### src/rtl/ppu_pkg.sv
// rtl/ppu_pkg.sv - shared widths, write-target selects and commit FSM states for the ppu front end
package ppu_pkg;

  localparam int PPU_SPRITE_W = 29;
  localparam int PPU_OFFSET_W = 12;
  localparam int PPU_CNT_W    = 8;

  localparam logic [1:0] SEL_SPRITE0 = 2'd0;
  localparam logic [1:0] SEL_SPRITE1 = 2'd1;
  localparam logic [1:0] SEL_OFFSET  = 2'd2;
  localparam logic [1:0] SEL_RSVD    = 2'd3;

  typedef enum logic [1:0] {
    ST_IDLE   = 2'd0,
    ST_COMMIT = 2'd1,
    ST_HOLD   = 2'd2
  } state_t;

endpackage

### src/rtl/rr_arbiter2.sv
// rtl/rr_arbiter2.sv - two-way round-robin arbiter, pointer moves to the loser after every grant
module rr_arbiter2 (
  input  logic clock,
  input  logic reset,
  input  logic valid0,
  input  logic valid1,
  input  logic enable,
  output logic grant0,
  output logic grant1
);

  logic ptr;  // 0 favours req0, 1 favours req1

  always_comb begin
    grant0 = 1'b0;
    grant1 = 1'b0;
    if (enable) begin
      if (valid0 && (!valid1 || !ptr)) begin
        grant0 = 1'b1;
      end else if (valid1) begin
        grant1 = 1'b1;
      end
    end
  end

  always_ff @(posedge clock) begin
    if (reset) begin
      ptr <= 1'b0;
    end else if (grant0) begin
      ptr <= 1'b1;
    end else if (grant1) begin
      ptr <= 1'b0;
    end
  end

endmodule

### src/rtl/ppu_update_ctrl.sv
// rtl/ppu_update_ctrl.sv - shadows sprite/offset writes and commits them atomically at vblank start
module ppu_update_ctrl
  import ppu_pkg::*;
#(
  parameter int SPRITE_W = PPU_SPRITE_W,
  parameter int OFFSET_W = PPU_OFFSET_W,
  parameter int CNT_W    = PPU_CNT_W
) (
  input  logic                  clock,
  input  logic                  reset,
  input  logic                  vblank,
  input  logic                  wr_valid0,
  input  logic [1:0]            wr_sel0,
  input  logic [SPRITE_W-1:0]   wr_data0,
  output logic                  wr_ready0,
  input  logic                  wr_valid1,
  input  logic [1:0]            wr_sel1,
  input  logic [SPRITE_W-1:0]   wr_data1,
  output logic                  wr_ready1,
  output logic [2*SPRITE_W-1:0] sprites,
  output logic [OFFSET_W-1:0]   offset_x,
  output logic [OFFSET_W-1:0]   offset_y,
  output logic                  update,
  output logic                  pending,
  output logic                  overwrite,
  output logic                  sel_err,
  output logic [CNT_W-1:0]      frame_cnt
);

  state_t                state, state_next;
  logic                  vblank_d, rise;
  logic                  wr_fire, wr_marks_dirty;
  logic [1:0]            wr_sel;
  logic [SPRITE_W-1:0]   wr_data;
  logic [SPRITE_W-1:0]   shadow_s0, shadow_s1, sprite0_q, sprite1_q;
  logic [OFFSET_W-1:0]   shadow_ox, shadow_oy;
  logic [2:0]            dirty;

  rr_arbiter2 u_arb (
    .clock  (clock),
    .reset  (reset),
    .valid0 (wr_valid0),
    .valid1 (wr_valid1),
    .enable (state != ST_COMMIT),
    .grant0 (wr_ready0),
    .grant1 (wr_ready1)
  );

  assign rise           = vblank & ~vblank_d;
  assign wr_fire        = wr_ready0 | wr_ready1;
  assign wr_sel         = wr_ready1 ? wr_sel1 : wr_sel0;
  assign wr_data        = wr_ready1 ? wr_data1 : wr_data0;
  assign wr_marks_dirty = wr_fire && (wr_sel != SEL_RSVD);
  assign pending        = |dirty;
  assign sprites        = {sprite0_q, sprite1_q};

  // A write landing in the same cycle as the rise must still trigger a commit.
  always_comb begin
    state_next = state;
    case (state)
      ST_IDLE:   if (rise) state_next = (pending || wr_marks_dirty) ? ST_COMMIT : ST_HOLD;
      ST_COMMIT: state_next = ST_HOLD;
      ST_HOLD:   if (!vblank) state_next = ST_IDLE;
      default:   state_next = ST_IDLE;
    endcase
  end

  always_ff @(posedge clock) begin
    if (reset) state <= ST_IDLE;
    else       state <= state_next;
  end

  always_ff @(posedge clock) begin
    if (reset) begin
      vblank_d  <= 1'b0;
      frame_cnt <= '0;
      update    <= 1'b0;
      dirty     <= '0;
      overwrite <= 1'b0;
      sel_err   <= 1'b0;
      shadow_s0 <= '0;
      shadow_s1 <= '0;
      shadow_ox <= '0;
      shadow_oy <= '0;
      sprite0_q <= '0;
      sprite1_q <= '0;
      offset_x  <= '0;
      offset_y  <= '0;
    end else begin
      vblank_d <= vblank;
      update   <= (state == ST_COMMIT);
      if (rise) frame_cnt <= frame_cnt + 1'b1;

      if (state == ST_COMMIT) begin
        if (dirty[0]) sprite0_q <= shadow_s0;
        if (dirty[1]) sprite1_q <= shadow_s1;
        if (dirty[2]) begin
          offset_x <= shadow_ox;
          offset_y <= shadow_oy;
        end
        dirty     <= '0;
        overwrite <= 1'b0;
      end else if (wr_fire) begin
        case (wr_sel)
          SEL_SPRITE0: begin
            shadow_s0 <= wr_data;
            dirty[0]  <= 1'b1;
            if (dirty[0]) overwrite <= 1'b1;
          end
          SEL_SPRITE1: begin
            shadow_s1 <= wr_data;
            dirty[1]  <= 1'b1;
            if (dirty[1]) overwrite <= 1'b1;
          end
          SEL_OFFSET: begin
            shadow_ox <= wr_data[OFFSET_W-1:0];
            shadow_oy <= wr_data[2*OFFSET_W-1:OFFSET_W];
            dirty[2]  <= 1'b1;
            if (dirty[2]) overwrite <= 1'b1;
          end
          default: sel_err <= 1'b1;
        endcase
      end
    end
  end

endmodule

### config.mk
export PLATFORM = sky130hd
export DESIGN_NAME = ppu_update_ctrl
export DESIGN_NICKNAME = d
export VERILOG_FILES = /design/src/rtl/ppu_pkg.sv /design/src/rtl/rr_arbiter2.sv /design/src/rtl/ppu_update_ctrl.sv
export SDC_FILE = /design/constraint.sdc
export NUM_CORES = 1
export LEC_CHECK = 0
export BUFFER_PORTS_ARGS = -buffer_cell sky130_fd_sc_hd__buf_2
export CAP_MARGIN = 20
export CORE_MARGIN = 2
export CORE_UTILIZATION = 48
export CTS_CLUSTER_SIZE = 28
export DETAILED_ROUTE_END_ITERATION = 7
export GPL_TIMING_DRIVEN = 1
export HOLD_SLACK_MARGIN = 0.08
export MAX_ROUTING_LAYER = met4
export PLACE_DENSITY = 0.81
export SLEW_MARGIN = 20
export SYNTH_ARGS = -nofsm -noshare
export SYNTH_HDL_FRONTEND = slang
export SYNTH_SLANG_ARGS = --single-unit
### constraint.sdc
create_clock -name clock -period 1.85 [get_ports clock]
set_input_delay 0.4625 -clock clock [delete_from_list [all_inputs] [get_ports clock]]
set_output_delay 0.4625 -clock clock [all_outputs]
set_load 0.01 [all_outputs]
After elaboration in Yosys (flattened, before gate mapping)
Cells that the tools add are included.

Reduce and logical (&&, ||, !) cells: 25. Multiply operators: 0. Muxes and demuxes: 17. Bitwise logic cells: 5. Add/sub/neg operators: 1. Divide/modulo/power cells: 0. Magnitude comparators: 0. Equal/unequal tests: 11. Shifts and indexed selects: 0.

Operator list (count): $mux 29 (1); $reduce_and 2->1 (7); $ne 2x2->1 const B (6); $reduce_and 3->1 (4); $mux 1 (10); $add 8x1->8 const B (1); $mux 2 (4); $pmux 2 s3 (1); $reduce_or 3->1 (2); $reduce_and 5->1 (1); $eq 2x1->1 const B (2); $eq 2x2->1 const B (2); $logic_not 2->1 (2); $not 1->1 (3); $pmux 1 s3 (1); $reduce_bool 3->1 (1); $logic_and 1x1->1 (2); $logic_not 1->1 (2); $logic_or 1x1->1 (2); $ne 2x1->1 const B (1); $reduce_bool 2->1 (1); $reduce_or 2->1 (1); $and 1x1->1 (1); $or 1x1->1 (1).

Output and inout bits: 96. ROM bits: 0. Memories: 0. Bits in writable memories: 0. Latch bits: 0. Bits of input ports: 67. Flip-flop bits (word level): 182. Word-level logic and storage cells: 77.

Depth between registers and ports, before layout
Gate-level depths: netlist (run 1).

Word-level depth: 12. Mapped depth: 7. Gate-level depth less buffers: 5.

Hierarchy
Synthesis (run 1) repeated with hierarchy kept, for this count alone.

Cells, all modules: 766. Area total of the unflattened synthesis: 6965.4 µm².

Modules (own cells, without submodules): ppu_update_ctrl (times used 1, cells an instance 758, area an instance 6910.4 µm², seq. area each 3623.5 µm²); rr_arbiter2 (times used 1, cells an instance 8, area an instance 55.1 µm², seq. area each 20.0 µm²).

Worst setup path after synthesis (run 1)
Ideal clock, no wire load.

Path type: input to register. Start point: input wr_valid0. End point: register shadow_ox[0]. Path slack: 0.047 ns. Buffers on the path: 3. Stages: 7. Arrival: 1.669 ns. Data required time: 1.716 ns. Setup time: 0.134 ns. Path through: nand2b_1 > clkbuf_1 > a311o_1 > a21oi_2 > buf_2 > buf_2 > a211oi_1.

Cells in the longest elaborated chain, start to end: 6. Elaborated cells on any way between the ends: 10. Classes of those cells: 1 x eq/ne; 6 x mux; 1 x bitwise; 2 x reduce/logical.

Ends and longest elaborated chain: start, declared (RTL line ppu_update_ctrl.sv:12) `input logic wr_valid0,`; $logic_and 1x1->1 (*) (RTL line rr_arbiter2.sv:18) `if (valid0 && (!valid1 || !ptr)) begin`; $mux 1 (RTL line rr_arbiter2.sv:18); $mux 1 (RTL line rr_arbiter2.sv:17) `if (enable) begin`; $mux 2 (RTL line ppu_update_ctrl.sv:51) `assign wr_sel = wr_ready1 ? wr_sel1 : wr_sel0;`; $eq 2x2->1 (RTL line ppu_update_ctrl.sv:104) `case (wr_sel)`; $reduce_and 3->1 (no source line); end signal, assigned (RTL line ppu_update_ctrl.sv:116) `shadow_ox <= wr_data[OFFSET_W-1:0];`; end, declared (RTL line ppu_update_ctrl.sv:36) `logic [OFFSET_W-1:0] shadow_ox, shadow_oy;`.

Every way passes the cells marked *; elsewhere a longest branch is shown, timed or not. A chain may end at the register's enable or synchronous reset.

Final worst setup path (run 1)
Start point: register state[0]. End point: register shadow_s1[6].

Cells in the longest elaborated chain, start to end: 5. Elaborated cells on any way between the ends: 10. Classes of those cells: 3 x eq/ne; 4 x mux; 2 x bitwise; 1 x reduce/logical.

Ends and longest elaborated chain: start, declared (RTL line ppu_update_ctrl.sv:30) `state_t state, state_next;`; start signal, assigned (RTL line ppu_update_ctrl.sv:70) `else state <= state_next;`; $ne 2x1->1 (RTL line ppu_update_ctrl.sv:44) `.enable (state != ST_COMMIT),`; $mux 1 (RTL line rr_arbiter2.sv:17); $mux 2 (RTL line ppu_update_ctrl.sv:51); $eq 2x1->1 (RTL line ppu_update_ctrl.sv:104); $reduce_and 3->1 (no source line); end signal, assigned (RTL line ppu_update_ctrl.sv:111) `shadow_s1 <= wr_data;`; end, declared (RTL line ppu_update_ctrl.sv:35) `logic [SPRITE_W-1:0] shadow_s0, shadow_s1, sprite0_q, sprite1_q;`.

Several ways; a longest one is shown, not always the timed one.

==> out/metrics.csv, run 1 <==
metric,value,unit
Crit. End Element,flip-flop,
post-route ant nets,0,
hold crit path type,in -> reg,
Post-Route WL,19.6,mm
DRC errors left,0,
total number of vias,6195,
Clock transition at path regs,0.07,ns
"Seq/Total Area, Yosys",54.9,%
Worst-Skew Late Latency,0.44,ns
VDD IR max,662,uV
PwrDens,1010,nW/um^2
"top cells by area, synth","dfxtp_1 55%, nand2_1 9.8%, a211oi_1 9.4%",
Root Buffer,clkbuf_16,
post-synth cell types,33,
Post-DP HPWL,11.7,mm
syn_nets,831,
global route total overflow,0,
# IOs,163,
Crit Path Max Fanout,14,
Synth Cell Area,6640,um^2
drt first pass iters,7,
die width,122,um
pin count of the biggest net entering global routing,48,
initial antenna violation count,0,
Crit Path Class,reg -> reg,
htree depth,4,
final instance area,9070,um^2
Tot GR Track Use,25.4,%
Setup Skew,0.00580,ns
Clock Path Buffers,2,
count of final setup violators,4,
synth cell count leaders,"182 x dfxtp_1, 174 x nand2_1, 96 x nor2_1, 87 x a21oi_1, 83 x a211oi_1",
gpl congestion,0.888,
Starting Density,49.6,%
Final period util,102,%
"FF+latch count, synth",182,
Main synth FF type,dfxtp_1,
arrival time worst endpoint,2.22,ns
top cell type by total area after synthesis,dfxtp_1,
I/O Buffers,162,
Area after DPL,7970,um^2
"Net count, final",1033,
multi-input logic area,2860,um^2
CTS tree,yes,
FILL cells,1047,
Pleak,0.00383,uW
ratio of cells with drive above 1 in the final layout,30.9,%
Post-synth EDFFs,0,
Worst-Margin Slew,0.444,ns
Die H,122,um
Antenna Cells,0,
setup slack after layout,-0.0292,ns
FF+latch area,3650,um^2
Mean Syn Cell Area,8.70,um^2
Fin. Hold Viols,0,
Vias per Instance,5.37,
Worst setup SP type,flip-flop,
fmax,0.532,GHz
"Req. time, crit path",2.19,ns
Setup WS pre-CTS,-0.0615,ns
failing checks,setup timing,
max_cap viols,0,
core area,13400,um^2
top-count cell post-synth,dfxtp_1,
post-route minimum period,1.88,ns
DR iter-0 viols,538,
async set-reset flop share out of synthesis,0,%
Slew Limit Headroom,69.5,%
area fraction of the dominant cell type after synthesis,54.9,%
Yosys warning count,0,
Syn-to-layout area delta,36.5,%
std cell rows,42,
CTS buffer count,17,
Synth Instances,763,
status,"complete, but fails checks",
die area,14800,um^2
mean routed wirelength per cell,17.0,um
CTS sink count,182,
RSZ-0062 raised after global routing,true,
max-slew violation count,0,
vias in the first global route,5556,
first-pass GRT wire length,27.9,mm
==> state kept, by name, indices dropped and copies added (netlist names), 2 cells and up <==
name	count
shadow_s0	29
shadow_s1	29
sprite0_q	29
sprite1_q	29
offset_x	12
offset_y	12
shadow_ox	12
shadow_oy	12
frame_cnt	8
dirty	3
state	2
==> routing by layer <==
metal	GRT usage (%)	routed length, um	up-vias
met5	-	0	-
met4	9.84	380	0
met3	5.10	1190	36
met2	42.2	9820	249
met1	30.4	8220	2917
li1	-	-	2993
==> area by class of cell <==
cell class	instances	share of cell area (%)
repair buffers	243	18.9
inverters	4	0.193
flip-flops and latches	182	40.2
well taps	176	2.43
clock inverters	11	1.64
clock buffers	20	5.04
multi-input cells	517	31.6
==> layout by cell type, fill, tap and decap left out, types with 3 or more instances in the layout <==
cell type	netlist	layout
nand4_1	3	3
a21oi_4	0	3
buf_6	0	10
mux2i_1	31	31
xor2_1	5	5
nor2b_1	5	5
nand2_1	174	173
inv_1	4	3
clkinvlp_4	0	3
dfxtp_2	0	4
a211oi_2	0	13
nor2_1	96	95
a311o_1	3	3
a211oi_1	83	70
and2_1	3	3
a21oi_1	87	86
buf_2	20	160
o21a_1	3	3
clkbuf_16	0	22
bufinv_16	0	3
dfxtp_1	182	178
buf_12	0	11
buf_4	2	56
==> kinds of logic (layout without fill, tap and decap cells) <==
family | count (synthesis) | count (layout) | synth area share (%)
multiplexers | 31 | 31 | 4.67
flip-flops | 182 | 182 | 54.9
buffers and inverters | 64 | 278 | 4.11
adder cells (fa/ha/maj) | 1 | 1 | 0.188
AND/OR/NAND/NOR | 292 | 292 | 17.4
AO/OA/AOI/OAI | 186 | 186 | 17.9
XOR/XNOR | 7 | 7 | 0.923
==> final timing paths <==
kind / from / endpoint / slack, ns / cells after the start
worst max-delay path: state[0]$_SDFFE_PP0P_ / shadow_s1[6]$_SDFFE_PP0P_ / -0.03 / 8
worst max register to register: state[0]$_SDFFE_PP0P_ / shadow_s1[6]$_SDFFE_PP0P_ / -0.03 / 8
worst min-delay path: vblank / vblank_d$_SDFF_PP0_ / 0.28 / 2
worst min register to register: shadow_s0[4]$_SDFFE_PP0P_ / sprite0_q[4]$_SDFFE_PP0P_ / 0.45 / 2
==> metrics by stage <==
stage | utilization [%] | setup TNS, ns | std cells | hold slack (ns) | power [uW]
after CTS | 65.3 | 0 | 1137 | 0.265 | 9000
after global routing | 67.7 | -1.33 | 1153 | 0.275 | 9440
after global placement | 59.5 | 0 | 1093 | 0.437 | 5220
after detailed placement | 59.5 | -1.39 | 1093 | 0.444 | 5250
after floorplan | - | 0 | 763 | 0.432 | 4830
final | 67.7 | -0.0794 | 1153 | 0.278 | 9150
==> what timing repair did <==
item	4_1_cts	5_1_grt
setup buffers	12	10
gates resized for setup	14	24
pin swaps	1	13
endpoints found under the setup margin	4	45
hold buffers	0	0
gates cloned	1	6
==> power breakdown <==
part	switching, uW	total, uW	leakage, uW	internal [uW]
Clock	1520	3720	0.000289	2190
Sequential	113	4220	0.00148	4110
Combinational	641	1210	0.00206	565
Total	2280	9150	0.00383	6870
==> worst max-delay path: stages (launching register included) <==
cell and delay [ns]:
dfxtp_1 0.39, nand2b_4 0.11, buf_4 0.16, a311o_1 0.36, a21oi_4 0.19, buf_6 0.13
buf_12 0.13, nor2_1 0.07, a211oi_1 0.25
No activity file was read; power rests on OpenSTA's default activity.
==> run 2, diff against run 1 <==
Settings changed: CORE_MARGIN 2 to 3, CORE_UTILIZATION 48 to 50, CTS_BUF_LIST set to sky130_fd_sc_hd__clkbuf_8, PLACE_DENSITY 0.81 to 0.83.
==> run 2 against run 1 <==
Effect of this change:
- utilization up 2.3 points
- critical path depth down 2
- largest power group unchanged
- wire length down 2.8%
- first-iteration DRC count down 9.1%
- sequential share of layout area up 0.48 points
- flip-flop and latch count unchanged
- critical endpoint is now wr_ready1
- the flow still finishes with violations (setup timing)
- clock-buffer cell count unchanged
- hold slack worse by 0.026 ns
- die area down 0.62%
- register-to-register slack about the same
- cell count down 0.69%
- non-clock buffer count down 3
==> out/metrics.csv, run 2 (synthesis gave the netlist of run 1 again) <==
metric,value,unit,change
Final period util,102,%,about the same
I/O Buffers,162,,unchanged
die width,121,um,was 122 um
total number of vias,6248,,was 6195
std cell rows,41,,was 42
"Net count, final",1030,,was 1033
Syn-to-layout area delta,35.1,%,was 36.5%
Critical R2R Launch,u_arb.ptr$_SDFFE_PP0P_,,was state[0]$_SDFFE_PP0P_
most frequent cells in the layout,"178 x dfxtp_1, 173 x nand2_1, 159 x buf_2",,"was 178 x dfxtp_1, 173 x nand2_1, 160 x buf_2"
arrival time worst endpoint,1.42,ns,was 2.22 ns
DR iter-0 viols,489,,was 538
crit path launch,u_arb.ptr$_SDFFE_PP0P_,,was state[0]$_SDFFE_PP0P_
Antenna Cells,0,,unchanged
gpl congestion,0.852,,was 0.888
core area,12800,um^2,was 13400 um^2
VDD IR max,463,uV,was 662 uV
Hold Startpoint,vblank,,unchanged
initial antenna violation count,0,,unchanged
Worst-Skew Late Latency,0.45,ns,was 0.44 ns
CTS tree,yes,,unchanged
RSZ-0062 raised after global routing,true,,unchanged
Post-Route WL,19.1,mm,was 19.6 mm
Clock Path Buffers,2,,unchanged
ratio of cells with drive above 1 in the final layout,32.3,%,was 30.9%
Final TNS setup,-0.0819,ns,was -0.0794 ns
Power Total,8320,uW,was 9150 uW
Worst-Margin Slew,0.536,ns,was 0.444 ns
post-route ant nets,0,,unchanged
Clock transition at path regs,0.09,ns,was 0.07 ns
max-slew violation count,0,,unchanged
Post-DP HPWL,11.7,mm,about the same
global route total overflow,0,,unchanged
post-route minimum period,1.88,ns,about the same
Vias per Instance,5.46,,was 5.37
htree depth,4,,unchanged
hold crit path type,in -> reg,,unchanged
Pleak,0.00377,uW,was 0.00383 uW
multi-input logic area,2940,um^2,was 2860 um^2
Die H,121,um,was 122 um
Worst setup SP type,flip-flop,,unchanged
"Req. time, crit path",1.39,ns,was 2.19 ns
drt first pass iters,6,,was 7
fmax,0.531,GHz,was 0.532 GHz
Setup Skew,0.00812,ns,was 0.00580 ns
status,"complete, but fails checks",,unchanged
vias in the first global route,5669,,was 5556
WHS,0.252,ns,was 0.278 ns
CTS buffer count,17,,unchanged
Tot GR Track Use,24.6,%,was 25.4%
die area,14700,um^2,was 14800 um^2
CTS sink count,182,,unchanged
Crit. End Element,primary output,,was flip-flop
Post-CTS Hold Buffers,0,,unchanged
setup slack after layout,-0.0316,ns,was -0.0292 ns
FF+latch area,3650,um^2,about the same
max_cap viols,0,,unchanged
mean routed wirelength per cell,16.6,um,was 17.0 um
failing checks,setup timing,,unchanged
Crit Path Max Fanout,5,,was 14
pin count of the biggest net entering global routing,47,,was 48
"most common cell after layout, fill and taps aside",dfxtp_1,,unchanged
Fin. Hold Viols,0,,unchanged
# IOs,163,,unchanged
DRC errors left,0,,unchanged
FILL cells,955,,was 1047
Crit Path Class,reg -> out,,was reg -> reg
count of final setup violators,4,,unchanged
R2R Setup Slk,-0.03,ns,about the same
Slew Limit Headroom,63.3,%,was 69.5%
Starting Density,51.8,%,was 49.6%
PwrDens,927,nW/um^2,was 1010 nW/um^2
first-pass GRT wire length,27.5,mm,was 27.9 mm
Root Buffer,clkbuf_8,,was clkbuf_16
post-layout util,70.0,%,was 67.7%
run 2: cell count changes in the layout (fill, tap and decap cells not counted), sizes merged:
cell / before / now
buf: 237 / 235
bufinv: 3 / 4
clkbuf: 25 / 24
clkinvlp: 3 / 2
inv: 6 / 5
run 2: path summary, 6_finish.rpt:
path,endpoint,depth (start not counted)
worst max-delay path,wr_ready1,6
worst min-delay path,vblank_d$_SDFF_PP0_,2
worst max register to register,shadow_s0[26]$_SDFFE_PP0P_,7
worst min register to register,sprite0_q[23]$_SDFFE_PP0P_,2
run 2: what timing repair did:
action                     4_1_cts  5_1_grt
pin swaps                        1       13
setup endpoints to repair        6       71
gates resized for setup         14       46
cloned                           2        5
buffers inserted                 7       10
run 2: metal layers:
layer | vias up | wire length [um] | part of all wire (%) | global-route usage, %
li1 | 2987 | - | - | -
met3 | 34 | 1370 | 7.2 | 4.90
met1 | 2965 | 7670 | 40 | 29.8
met4 | 0 | 682 | 3.6 | 12.3
met2 | 262 | 9340 | 49 | 39.3
met5 | - | 0 | 0 | -
run 2: stage by stage:
step | setup WS [ns] | instance area (um^2) | instances
after floorplan | 0.0471 | 6640 | 763
after global placement | -0.0296 | 7990 | 1092
after detailed placement | -0.116 | 7990 | 1092
after CTS | -0.0297 | 8580 | 1130
after global routing | -0.0862 | 8970 | 1145
final | -0.0316 | 8970 | 1145
run 2: cell type report:
class / instances / area share [%]
Clock inverter: 10 / 1.72
Sequential cell: 182 / 40.7
Inverter: 4 / 0.195
Multi-Input combinational cell: 517 / 32.8
Clock buffer: 20 / 3.07
Timing Repair Buffer: 240 / 19.1
Tap cell: 172 / 2.40
run 2: where the power goes:
group	internal, uW	leakage [uW]	total (uW)	switching (uW)
logic	580	0.00207	1230	654
clock network	1550	0.000218	2870	1320
registers	4110	0.00148	4220	110
run 2: worst max-delay path, cell delays in order, from the launching register on:
cell and delay [ns]:
dfxtp_2 0.35, nand2b_4 0.15, buf_6 0.11, nand3_4 0.09
buf_12 0.15, inv_4 0.04, buf_6 0.08
==> run 3, diff against run 2 <==
Settings changed: CORE_MARGIN 3 to not set.
==> run 3 against run 2 <==
Effect of this change:
- via count up 1.8%
- highest routed layer unchanged
- flip-flop and latch count unchanged
- register-to-register slack worse by 0.03 ns
- power down 0.23%
- critical path type is now reg -> reg
- the run still ends with setup timing left
- cell count up 0.87%
- non-clock buffer count up 7
- clock power down 4%
==> out/metrics.csv, run 3 (synthesis gave the netlist of run 1 again) <==
metric,value,unit,change
"most common cell after layout, fill and taps aside",dfxtp_1,,unchanged
Syn-to-layout area delta,37.8,%,was 35.1%
"Req. time, crit path",2.19,ns,was 1.39 ns
crit path launch,u_arb.ptr$_SDFFE_PP0P_,,unchanged
total number of vias,6358,,was 6248
Worst setup SP type,flip-flop,,unchanged
switching power,2260,uW,was 2080 uW
first-pass GRT wire length,27.1,mm,was 27.5 mm
crit path cell chain,nand2b_4 -> buf_4 -> a311o_1 -> a21oi_4 -> buf_12 -> buf_8 -> clkbuf_16 -> a211oi_2,,was nand2b_4 -> buf_6 -> nand3_4 -> buf_12 -> inv_4 -> buf_6
arrival time worst endpoint,2.25,ns,was 1.42 ns
reg-to-reg endpoint,shadow_s1[0]$_SDFFE_PP0P_,,was shadow_s0[26]$_SDFFE_PP0P_
Setup Skew,0.0133,ns,was 0.00812 ns
Worst-Skew Late Latency,0.47,ns,was 0.45 ns
Crit Path Class,reg -> reg,,was reg -> out
CTS tree,yes,,unchanged
fmax,0.524,GHz,was 0.531 GHz
Net Sw Frac,27.3,%,was 25.0%
VDD IR max,551,uV,was 463 uV
I/O Buffers,162,,unchanged
final instance area,9150,um^2,was 8970 um^2
die width,117,um,was 121 um
Hold Startpoint,vblank,,unchanged
"Net count, final",1037,,was 1030
Post-Route WL,20.4,mm,was 19.1 mm
std cell rows,41,,unchanged
hold crit path type,in -> reg,,unchanged
# IOs,163,,unchanged
FF+latch area,3650,um^2,about the same
DRC errors left,0,,unchanged
count of final setup violators,34,,was 4
Root Buffer,clkbuf_8,,unchanged
Pleak,0.00384,uW,was 0.00377 uW
post-route ant nets,0,,unchanged
combinational power share,16.0,%,was 14.8%
failing checks,setup timing,,unchanged
CTS buffer count,17,,unchanged
Area after DPL,7950,um^2,was 7990 um^2
CP peak stage delay,0.42,ns,was 0.35 ns
Seq pwr share,50.9,%,was 50.7%
R2R Setup Slk,-0.06,ns,was -0.03 ns
pin count of the biggest net entering global routing,43,,was 47
vias in the first global route,5440,,was 5669
global route total overflow,0,,unchanged
Setup WS pre-CTS,-0.123,ns,was -0.116 ns
Fin. Hold Viols,0,,unchanged
Clock transition at path regs,0.10,ns,was 0.09 ns
setup slack after layout,-0.0597,ns,was -0.0316 ns
CTS sink count,182,,unchanged
gpl congestion,0.927,,was 0.852
max-slew violation count,0,,unchanged
Crit Path Max Fanout,8,,was 5
Vias per Instance,5.50,,was 5.46
status,"complete, but fails checks",,unchanged
multi-input logic area,2920,um^2,was 2940 um^2
DR iter-0 viols,584,,was 489
initial antenna violation count,1,,was 0
WHS,0.225,ns,was 0.252 ns
PwrDens,907,nW/um^2,was 927 nW/um^2
mean routed wirelength per cell,17.7,um,was 16.6 um
post-route minimum period,1.91,ns,was 1.88 ns
Critical R2R Launch,u_arb.ptr$_SDFFE_PP0P_,,unchanged
worst setup path end,shadow_s1[0]$_SDFFE_PP0P_,,was wr_ready1
core area,12800,um^2,about the same
Post-CTS Hold Buffers,0,,unchanged
drt first pass iters,5,,was 6
Worst-Margin Slew,0.604,ns,was 0.536 ns
Slew Limit Headroom,59.7,%,was 63.3%
most frequent cells in the layout,"176 x dfxtp_1, 173 x nand2_1, 159 x buf_2",,"was 178 x dfxtp_1, 173 x nand2_1, 159 x buf_2"
Int Pwr,6040,uW,was 6240 uW
FILL cells,885,,was 955
Tot GR Track Use,27.1,%,was 24.6%
max_cap viols,0,,unchanged
Final period util,103,%,was 102%
Post-DP HPWL,11.6,mm,was 11.7 mm
Starting Density,52.0,%,was 51.8%
Clock Path Buffers,2,,unchanged
Crit. End Element,flip-flop,,was primary output
Slowest cell on crit path,a311o_1,,was dfxtp_2
ratio of cells with drive above 1 in the final layout,32.5,%,was 32.3%
Reg2Reg Depth,8,,was 7
Die H,117,um,was 121 um
Clock Power Share,33.1,%,was 34.5%
Power Total,8300,uW,was 8320 uW
RSZ-0062 raised after global routing,true,,unchanged
htree depth,4,,unchanged
die area,13700,um^2,was 14700 um^2
## run 3: cell types whose count changed in the layout (fill, tap and decap cells not counted), sizes merged
cell	previous run	this run
diode	0	1
bufinv	4	2
inv	5	6
clkbuf	24	29
buf	235	236
clkinv	3	7
## run 3: power groups by stage
stage / logic, uW / clock network [uW] / registers, uW
2_1_floorplan: 551 / 0 / 4280
3_3_place_gp: 914 / 0 / 4300
3_5_place_dp: 938 / 0 / 4300
4_1_cts: 1040 / 2760 / 4210
5_1_grt: 1410 / 2920 / 4240
6_report: 1330 / 2750 / 4220
## run 3: stage by stage
stage	std cells	util, %	TNS, ns
detailed placement	1085	62.2	-4.74
CTS	1128	67.0	-0.0481
global placement	1085	62.2	-1.08
global route	1155	71.7	-3.71
floorplan	763	-	0
finish	1155	71.7	-1.03
## run 3: layer usage
metal | vias up | track usage (%) | part of all wire [%]
met5 | - | - | 0
met4 | 0 | 12.2 | 2.8
met3 | 45 | 5.46 | 6.1
met2 | 286 | 45.3 | 50
met1 | 3019 | 31.5 | 41
li1 | 3008 | - | -
## run 3: area by class of cell
cell class / count / share of cell area, %
diodes: 1 / 0.0273
clock buffers: 19 / 2.86
clock inverters: 13 / 1.63
inverters: 4 / 0.219
multi-input cells: 517 / 31.9
flip-flops and latches: 182 / 39.9
well taps: 172 / 2.35
repair buffers: 247 / 21.1
## run 3: repair_timing
action                                 CTS  global route
setup buffers                            9            12
endpoints found under the hold margin    0             0
cloned                                   2            14
pin swaps                                2            43
setup endpoints to repair               23            78
resized for setup                       17            42
## run 3: worst min-delay path by stage
stage | to | slack, ns | cells after the start
5_1_grt | vblank_d$_SDFF_PP0_ | 0.25 | 2
6_report | vblank_d$_SDFF_PP0_ | 0.23 | 2
3_3_place_gp | offset_x[2]$_SDFFE_PP0P_ | 0.44 | 2
4_1_cts | vblank_d$_SDFF_PP0_ | 0.20 | 2
3_5_place_dp | offset_y[8]$_SDFFE_PP0P_ | 0.44 | 2
2_1_floorplan | offset_x[0]$_SDFFE_PP0P_ | 0.43 | 2
## run 3: critical path: cells and delay by family (launching register included)
| kind | cells | cell delay [ns] |
|---|---|---|
| compound gates | 3 | 0.70 |
| simple gates | 1 | 0.15 |
| buf+inv | 4 | 0.59 |
| flops | 1 | 0.33 |
